--- src/rtl/scale_row_req.sv ---
// Horizontal nearest-neighbour row scaler: requests each destination row from the
// line-buffer filler, reads the line RAM at rounded source columns and streams pixels out.
module scale_row_req #(
  parameter logic [10:0] SRC_W     = 11'd640,
  parameter logic [10:0] DST_W     = 11'd1280,
  parameter logic [10:0] DST_H     = 11'd720,
  parameter int unsigned FLOAT_LEN = 11,
  parameter int unsigned FIX_LEN   = 15
) (
  input  logic               clk,
  input  logic               rst,
  input  logic               start,
  input  logic [FIX_LEN-1:0] x_scale,
  output logic               wr_req,
  output logic [10:0]        dst_row,
  input  logic               tran_done,
  output logic               ram_rd_en,
  output logic [10:0]        ram_rd_addr,
  input  logic [15:0]        ram_rd_data,
  output logic               pix_valid,
  output logic [15:0]        pix_data,
  input  logic               pix_ready,
  output logic               busy,
  output logic               frame_done
);

  localparam int unsigned ACC_W = FIX_LEN + 11;
  localparam int unsigned INT_W = ACC_W - FLOAT_LEN;

  typedef enum logic [2:0] {IDLE, REQ, READ, DRAIN, DONE} state_t;

  state_t           state;
  logic [ACC_W-1:0] acc;
  logic [10:0]      col;
  logic             rd_pend;
  logic [1:0]       cnt, cnt_n;
  logic [15:0]      buf0, buf1, buf0_n, buf1_n;
  logic             pop, issue;
  logic [INT_W:0]   src_raw;
  logic [10:0]      src_col;

  always_comb begin
    src_raw = {1'b0, acc[ACC_W-1:FLOAT_LEN]} + {{INT_W{1'b0}}, acc[FLOAT_LEN-1]};
    if (src_raw > {{(INT_W-10){1'b0}}, SRC_W - 11'd1})
      src_col = SRC_W - 11'd1;
    else
      src_col = src_raw[10:0];
  end

  // The returning RAM word is presented directly when the buffer is empty, giving
  // one-cycle read-to-valid latency; it is only captured if it cannot leave this cycle.
  assign pix_valid  = (cnt != 2'd0) || rd_pend;
  assign pix_data   = (cnt != 2'd0) ? buf0 : (rd_pend ? ram_rd_data : '0);
  assign pop        = pix_valid && pix_ready;
  assign busy       = (state != IDLE);
  assign frame_done = (state == DONE);

  always_comb begin
    cnt_n  = cnt;
    buf0_n = buf0;
    buf1_n = buf1;
    if (cnt == 2'd0) begin
      if (rd_pend && !pix_ready) begin
        buf0_n = ram_rd_data;
        cnt_n  = 2'd1;
      end
    end else if (cnt == 2'd1) begin
      if (pop && rd_pend) begin
        buf0_n = ram_rd_data;
      end else if (pop) begin
        cnt_n = 2'd0;
      end else if (rd_pend) begin
        buf1_n = ram_rd_data;
        cnt_n  = 2'd2;
      end
    end else begin
      if (pop) begin
        buf0_n = buf1;
        cnt_n  = 2'd1;
      end
    end
  end

  // Next cycle's in-flight read is the one currently strobed, so buffered plus
  // in-flight (including any new issue) never exceeds two.
  assign issue = (state == READ) && (({1'b0, cnt_n} + {2'b00, ram_rd_en}) < 3'd2);

  always_ff @(posedge clk) begin
    if (rst) begin
      state       <= IDLE;
      wr_req      <= 1'b0;
      dst_row     <= '0;
      ram_rd_en   <= 1'b0;
      ram_rd_addr <= 11'd1;
      acc         <= '0;
      col         <= '0;
      rd_pend     <= 1'b0;
      cnt         <= '0;
      buf0        <= '0;
      buf1        <= '0;
    end else begin
      cnt       <= cnt_n;
      buf0      <= buf0_n;
      buf1      <= buf1_n;
      rd_pend   <= ram_rd_en;
      ram_rd_en <= issue;
      if (issue) begin
        ram_rd_addr <= src_col + 11'd1;
        acc         <= acc + {{(ACC_W-FIX_LEN){1'b0}}, x_scale};
        col         <= col + 11'd1;
      end
      case (state)
        IDLE: begin
          if (start) begin
            state   <= REQ;
            wr_req  <= 1'b1;
            dst_row <= '0;
            acc     <= '0;
            col     <= '0;
          end
        end
        REQ: begin
          if (tran_done) begin
            state  <= READ;
            wr_req <= 1'b0;
            acc    <= '0;
            col    <= '0;
          end
        end
        READ: begin
          if (issue && (col == DST_W - 11'd1))
            state <= DRAIN;
        end
        DRAIN: begin
          if ((cnt == 2'd0) && !rd_pend && !ram_rd_en) begin
            if (dst_row == DST_H - 11'd1) begin
              state <= DONE;
            end else begin
              dst_row <= dst_row + 11'd1;
              wr_req  <= 1'b1;
              state   <= REQ;
            end
          end
        end
        DONE: begin
          state   <= IDLE;
          dst_row <= '0;
        end
        default: state <= IDLE;
      endcase
    end
  end

endmodule

--- config.mk ---
export PLATFORM = sky130hd
export DESIGN_NAME = scale_row_req
export DESIGN_NICKNAME = d
export VERILOG_FILES = /design/src/rtl/scale_row_req.sv
export SDC_FILE = /design/constraint.sdc
export NUM_CORES = 1
export LEC_CHECK = 0
export CAP_MARGIN = 20
export CORE_MARGIN = 2
export CORE_UTILIZATION = 40
export DETAILED_ROUTE_END_ITERATION = 7
export DONT_BUFFER_PORTS = 1
export PLACE_DENSITY = 0.53
export SYNTH_ARGS = -nofsm -noshare
export SYNTH_HDL_FRONTEND = slang
export SYNTH_SLANG_ARGS = --single-unit
--- constraint.sdc ---
create_clock -name clk -period 7.96 [get_ports clk]
set_clock_uncertainty 0.1 [all_clocks]
set_input_delay 1.194 -clock clk [delete_from_list [all_inputs] [get_ports clk]]
set_output_delay 1.194 -clock clk [all_outputs]
set_load 0.03 [all_outputs]
* Yosys cells after proc, flatten, opt, wreduce, memory -nomap -nowiden
Cells that the tools add are included.
** Word-level totals
- Input port bits :: 36
- Bits in registers :: 99
- Logic and storage cells :: 97
** Operators by class
- $lt $le $gt $ge :: 2
- Multiplexer cells :: 38
- Equality and inequality tests :: 14
- $add $sub $neg :: 6
- Reductions and logical operators :: 23
- Bitwise operators :: 3
** Operators with widths (count)
- $mux W16 :: 7
- $mux W26 :: 3
- $mux W11 :: 7
- $pmux W26 S2 :: 1
- $add A11 B1 Y11 const B :: 3
- $pmux W11 S3 :: 1
- $add A26 B15 Y26 :: 1
- $pmux W11 S2 :: 1
- $add A15 B1 Y16 :: 1
- $gt A16 B10 Y1 const B :: 1
- $mux W3 :: 5
- $mux W2 :: 7
- $pmux W3 S4 :: 1
- $reduce_bool A3 Y1 :: 4
- $eq A11 B10 Y1 const B :: 1
- $eq A11 B11 Y1 const B :: 1
- $reduce_and A5 Y1 :: 2
- $ne A2 B2 Y1 const B :: 4
- $reduce_and A4 Y1 :: 2
- $logic_and A1 B1 Y1 :: 7
- $eq A3 B2 Y1 const B :: 2
- $mux W1 :: 4
- $ne A2 B1 Y1 const B :: 2
- $add A2 B1 Y3 :: 1
- 13 further kinds :: 17

* Longest topological paths before layout
- Depth in word-level cells :: 13
- Depth in mapped cells :: 15
- Gate-level depth less buffers :: 14

* Least setup slack after synthesis
OpenSTA, ideal clock, no wires.
- Path type :: input to register
- From :: input x_scale[0]
- To :: register acc[22]
- Stages on the path :: 10
- Path buffers :: 0
- Setup slack :: 4.452 ns
- Data required time :: 7.789 ns
- Arrival time :: 3.337 ns
- Path through :: ha_1 > inv_1 > fa_1 > and2b_1 > o31ai_1 > a211oi_1 > o211a_1 > o211ai_1 > or4_1 > a21oi_1
** Between the ends
- Cells in the longest elaborated chain, start to end :: 4
- Elaborated cells between the ends (all ways) :: 5
- Classes of those cells :: 1 x add/sub; 4 x mux
** Ends and longest elaborated chain
- from (decl) :: RTL line 13 : input logic [FIX_LEN-1:0] x_scale,
- $add A26 B15 Y26 * :: RTL line 109 : acc <= acc + {{(ACC_W-FIX_LEN){1'b0}}, x_scale};
- $mux W26 * :: RTL line 107 : if (issue) begin
- $mux W26 (on tied branches) :: RTL line 123, 114
- $pmux W26 S2 * :: RTL line 112 : case (state)
- to (signal assigned) :: RTL line 109
- to (decl) :: RTL line 33 : logic [ACC_W-1:0] acc;
Every way passes the cells marked *; elsewhere a longest branch is shown, timed or not.
A chain may end at the register's enable or synchronous reset.

* Final worst setup path
- From :: register acc[11]
- To :: register ram_rd_addr[4]
** Between the ends
- Cells in the longest elaborated chain, start to end :: 4
** Ends and longest elaborated chain
- $add A15 B1 Y16 * :: RTL line 43 : src_raw = {1'b0, acc[ACC_W-1:FLOAT_LEN]} + {{INT_W{1'b0}}, acc[FLOAT_LEN-1]};
- $gt A16 B10 Y1 :: RTL line 44 : if (src_raw > {{(INT_W-10){1'b0}}, SRC_W - 11'd1})
- $mux W11 * :: RTL line 44
- $add A11 B1 Y11 * :: RTL line 108 : ram_rd_addr <= src_col + 11'd1;
- to (signal assigned) :: RTL line 108
- to (decl) :: RTL line 18 : output logic [10:0] ram_rd_addr,
Marked as above.

==> flow_metrics.py <==
metrics = {
    "status": {
        "status": "finished clean",
    },
    "clocking": {
        "numCtsBuffers": 9,
        "cts-root-buf": "clkbuf_16",
        "path_clk_slew_ns": 0.07,
        "clock_tree.buffer_depth": 2,
        "postCtsResizedCells": 0,
        "clk-insertion-delay-late_ns": 0.35,
        "clock_sinks": 99,
        "cts_tree": "done",
        "cts.htree.levels": 3,
        "post-cts-setup-buffers": 0,
        "cts_hold_buf": 0,
    },
    "timing": {
        "period_share": 0.467,
        "setup_viol": 0,
        "drv_slew": 0,
        "slew_headroom": 0.407,
        "rsz0062_at_grt": "no",
        "finalHoldViolCount": 0,
        "max_freq_ghz": 0.269,
        "finalSetupTns_ns": 0,
        "worstMarginPinSlew_ns": 0.888,
        "period_needed_ns": 3.72,
    },
    "cells_and_area": {
        "nNetsFinal": 742,
        "diodes": 0,
        "layout-drive-gt1-share": 0.0508,
        "area_growth_pct": 6.84,
        "final_cell_area_um2": 5960,
        "fillerInstances": 1388,
    },
    "critical_path": {
        "cp_data_required_time_ns": 8.11,
        "critPathCaptureType": "flop",
        "slowest_delay_ns": 0.44,
        "cp_max_fo": 12,
        "worst_path_most_repeated_cell": "ha_1",
        "timing.rr.start": "acc[11]",
        "crit_path_start": "acc[11]",
        "critPathLaunchType": "flop",
        "cp_slowest_cell": "and4b_4",
        "cp_top_family": "simple AND/OR/NAND/NOR gates",
        "path_cells": "ha_1 -> ha_1 -> nand3_1 -> nor4_1 -> a21o_1 -> nand4_1 -> and4b_4 -> nand2b_1 -> ha_1 -> a22o_1 -> a221o_1 -> and3_1 -> a32oi_1 -> a21oi_1",
        "critical_path_arrival_ns": 3.87,
        "crit_type": "reg2reg",
        "path_buf_inv": 0,
    },
    "place": {
        "hpwl_um": 9130,
        "gp_congestion": 0.831,
        "placed_area_um2": 5640,
        "portBuffers": 0,
    },
    "synth": {
        "synth_seq_cells": 99,
        "synthCells": 714,
        "ys_async_sr_fraction": 0,
        "ys_types": 62,
        "synth.net_count": 771,
        "ys_seq_area_frac": 0.355,
        "yosys_warnings": 0,
        "synth-main-ff-cell": "dfxtp_1",
        "synth_edf_count": 0,
        "synthTopCellsByCount": "nand2_1 (119), dfxtp_1 (99), nor2_1 (71)",
        "synth_top_area_cell": "dfxtp_1",
        "synth.cell_area_um2": 5580,
        "synthTopCellsByArea": "dfxtp_1 (36%), nand2_1 (8.0%), a21oi_1 (5.2%)",
        "synth_top_area_share": 0.355,
        "synth.avg_cell_area_um2": 7.82,
        "synthMostInstantiatedCell": "nand2_1",
    },
    "grt": {
        "grt-ovfl-total": 0,
        "grt_max_degree": 55,
        "grt.total_usage": 0.182,
        "grt_pass1_wl_um": 21600,
        "grt_antenna_before_repair": 0,
        "grt_pass1_vias": 4464,
    },
    "route": {
        "wire_per_inst_um": 15.0,
        "drc": 0,
        "dr.pass1.iters": 4,
        "drt-total-wl_um": 13100,
        "drtIter0Drc": 285,
        "viasPerCell": 5.50,
        "final_antenna_net_count": 0,
        "num_vias": 4781,
    },
    "power_and_ir_drop": {
        "power_leakage_nw": 2.08,
        "peakVddDrop_mv": 0.107,
        "power-per-cell-area_nw_per_um2": 191,
    },
    "floorplan": {
        "die_x_um": 122,
        "start_util": 0.405,
        "ios": 79,
        "dieArea_um2": 14900,
        "std_cell_rows": 43,
        "core_um2": 13800,
        "chipHeight_um": 122,
    },
    "min_path": {
        "min_from": "buf1[7]",
        "hold_path.class": "reg2reg",
    },
    "job": {
        "cap_violations": 0,
    },
}
final timing paths:
check             slack [ns]             end  cells after the start
setup / recovery        4.24  ram_rd_addr[4]                     14
hold / removal          0.35         buf1[7]                      2
setup reg to reg        4.24  ram_rd_addr[4]                     14
hold reg to reg         0.35         buf1[7]                      2
worst register-to-register path, stage by stage (launching register included):
cell      delay [ns]
dfxtp_1         0.37
ha_1            0.22
ha_1            0.31
nand3_1         0.15
nor4_1          0.43
a21o_1          0.18
nand4_1         0.10
and4b_4         0.44
nand2b_1        0.10
ha_1            0.28
a22o_1          0.22
a221o_1         0.29
and3_1          0.18
a32oi_1         0.18
a21oi_1         0.08
final cells by class:
cell class	instances	area (µm²)	area share
Inverter	13	48.8	0.00818
Multi-Input combinational cell	556	3350	0.561
Clock buffer	10	229	0.0384
Sequential cell	99	1980	0.332
Clock inverter	5	62.6	0.0105
Timing Repair Buffer	6	68.8	0.0115
Tap cell	180	225	0.0378
report_power, final:
part / total [W] / internal (W) / leakage [nW] / switching (W)
combinational: 0.000147 / 0.0000524 / 1.15 / 0.0000945
sequential: 0.000547 / 0.000511 / 0.799 / 0.0000354
clock: 0.000443 / 0.000244 / 0.135 / 0.000199
registers in the layout (all words and copies together), names as in the netlist, 2 cells and up:
register	flops
acc	26
buf1	16
col	11
ram_rd_addr	11
buf0	16
cnt	2
state	3
dst_row	11
per-layer routing:
layer  vias up  part of all wire  global-route usage
li1       2447                 -                   -
met1      2222              0.46               0.227
met2        97              0.47               0.296
met3        15             0.057              0.0562
met4         0             0.016              0.0625
met5         -                 0                   0
metrics by stage:
stage	utilization	setup WS (ns)	cells	total power, W	hold WS (ns)
2_1_floorplan	-	4.45	714	0.000677	0.336
5_1_grt	0.433	3.91	869	0.00119	0.364
3_3_place_gp	0.409	4.18	852	0.000702	0.335
6_report	0.433	4.24	869	0.00114	0.351
3_5_place_dp	0.410	4.13	853	0.000705	0.341
4_1_cts	0.431	4.27	868	0.00115	0.350
placed cells by master (no fill, tap or decap), drive strengths merged, types with 3 or more instances in the layout:
cell | netlist | layout
xor2 | 17 | 17
o21ai | 26 | 26
dfxtp | 99 | 99
clkbuf | 30 | 10
xnor2 | 26 | 26
nand2b | 8 | 8
nor3b | 5 | 5
or2 | 6 | 6
nand4 | 14 | 14
mux2i | 17 | 17
inv | 13 | 14
o31ai | 7 | 7
nor4 | 5 | 5
nor2b | 3 | 3
and2 | 4 | 4
nand3b | 4 | 4
nand2 | 119 | 119
a21o | 9 | 9
or3 | 11 | 11
and3 | 6 | 6
nand3 | 37 | 37
a21oi | 58 | 58
ha | 20 | 20
buf | 16 | 6
a311oi | 4 | 4
o211ai | 4 | 4
a41o | 3 | 3
nor2 | 72 | 72
o21a | 6 | 6
nor3 | 14 | 14
a211oi | 21 | 21
kinds of logic (layout without fill, tap and decap cells):
logic type                 after synthesis  count (layout)  synth area share
buffers and inverters                   59              34            0.0453
xor gates and xnor gates                43              43            0.0675
and+or+nand+nor                        317             317             0.270
adders and majority gates               22              22            0.0502
muxes                                   19              19            0.0345
AOI/OAI and AO/OA                      155             155             0.178
DFF                                     99              99             0.355
No activity file was read; power rests on OpenSTA's default activity.
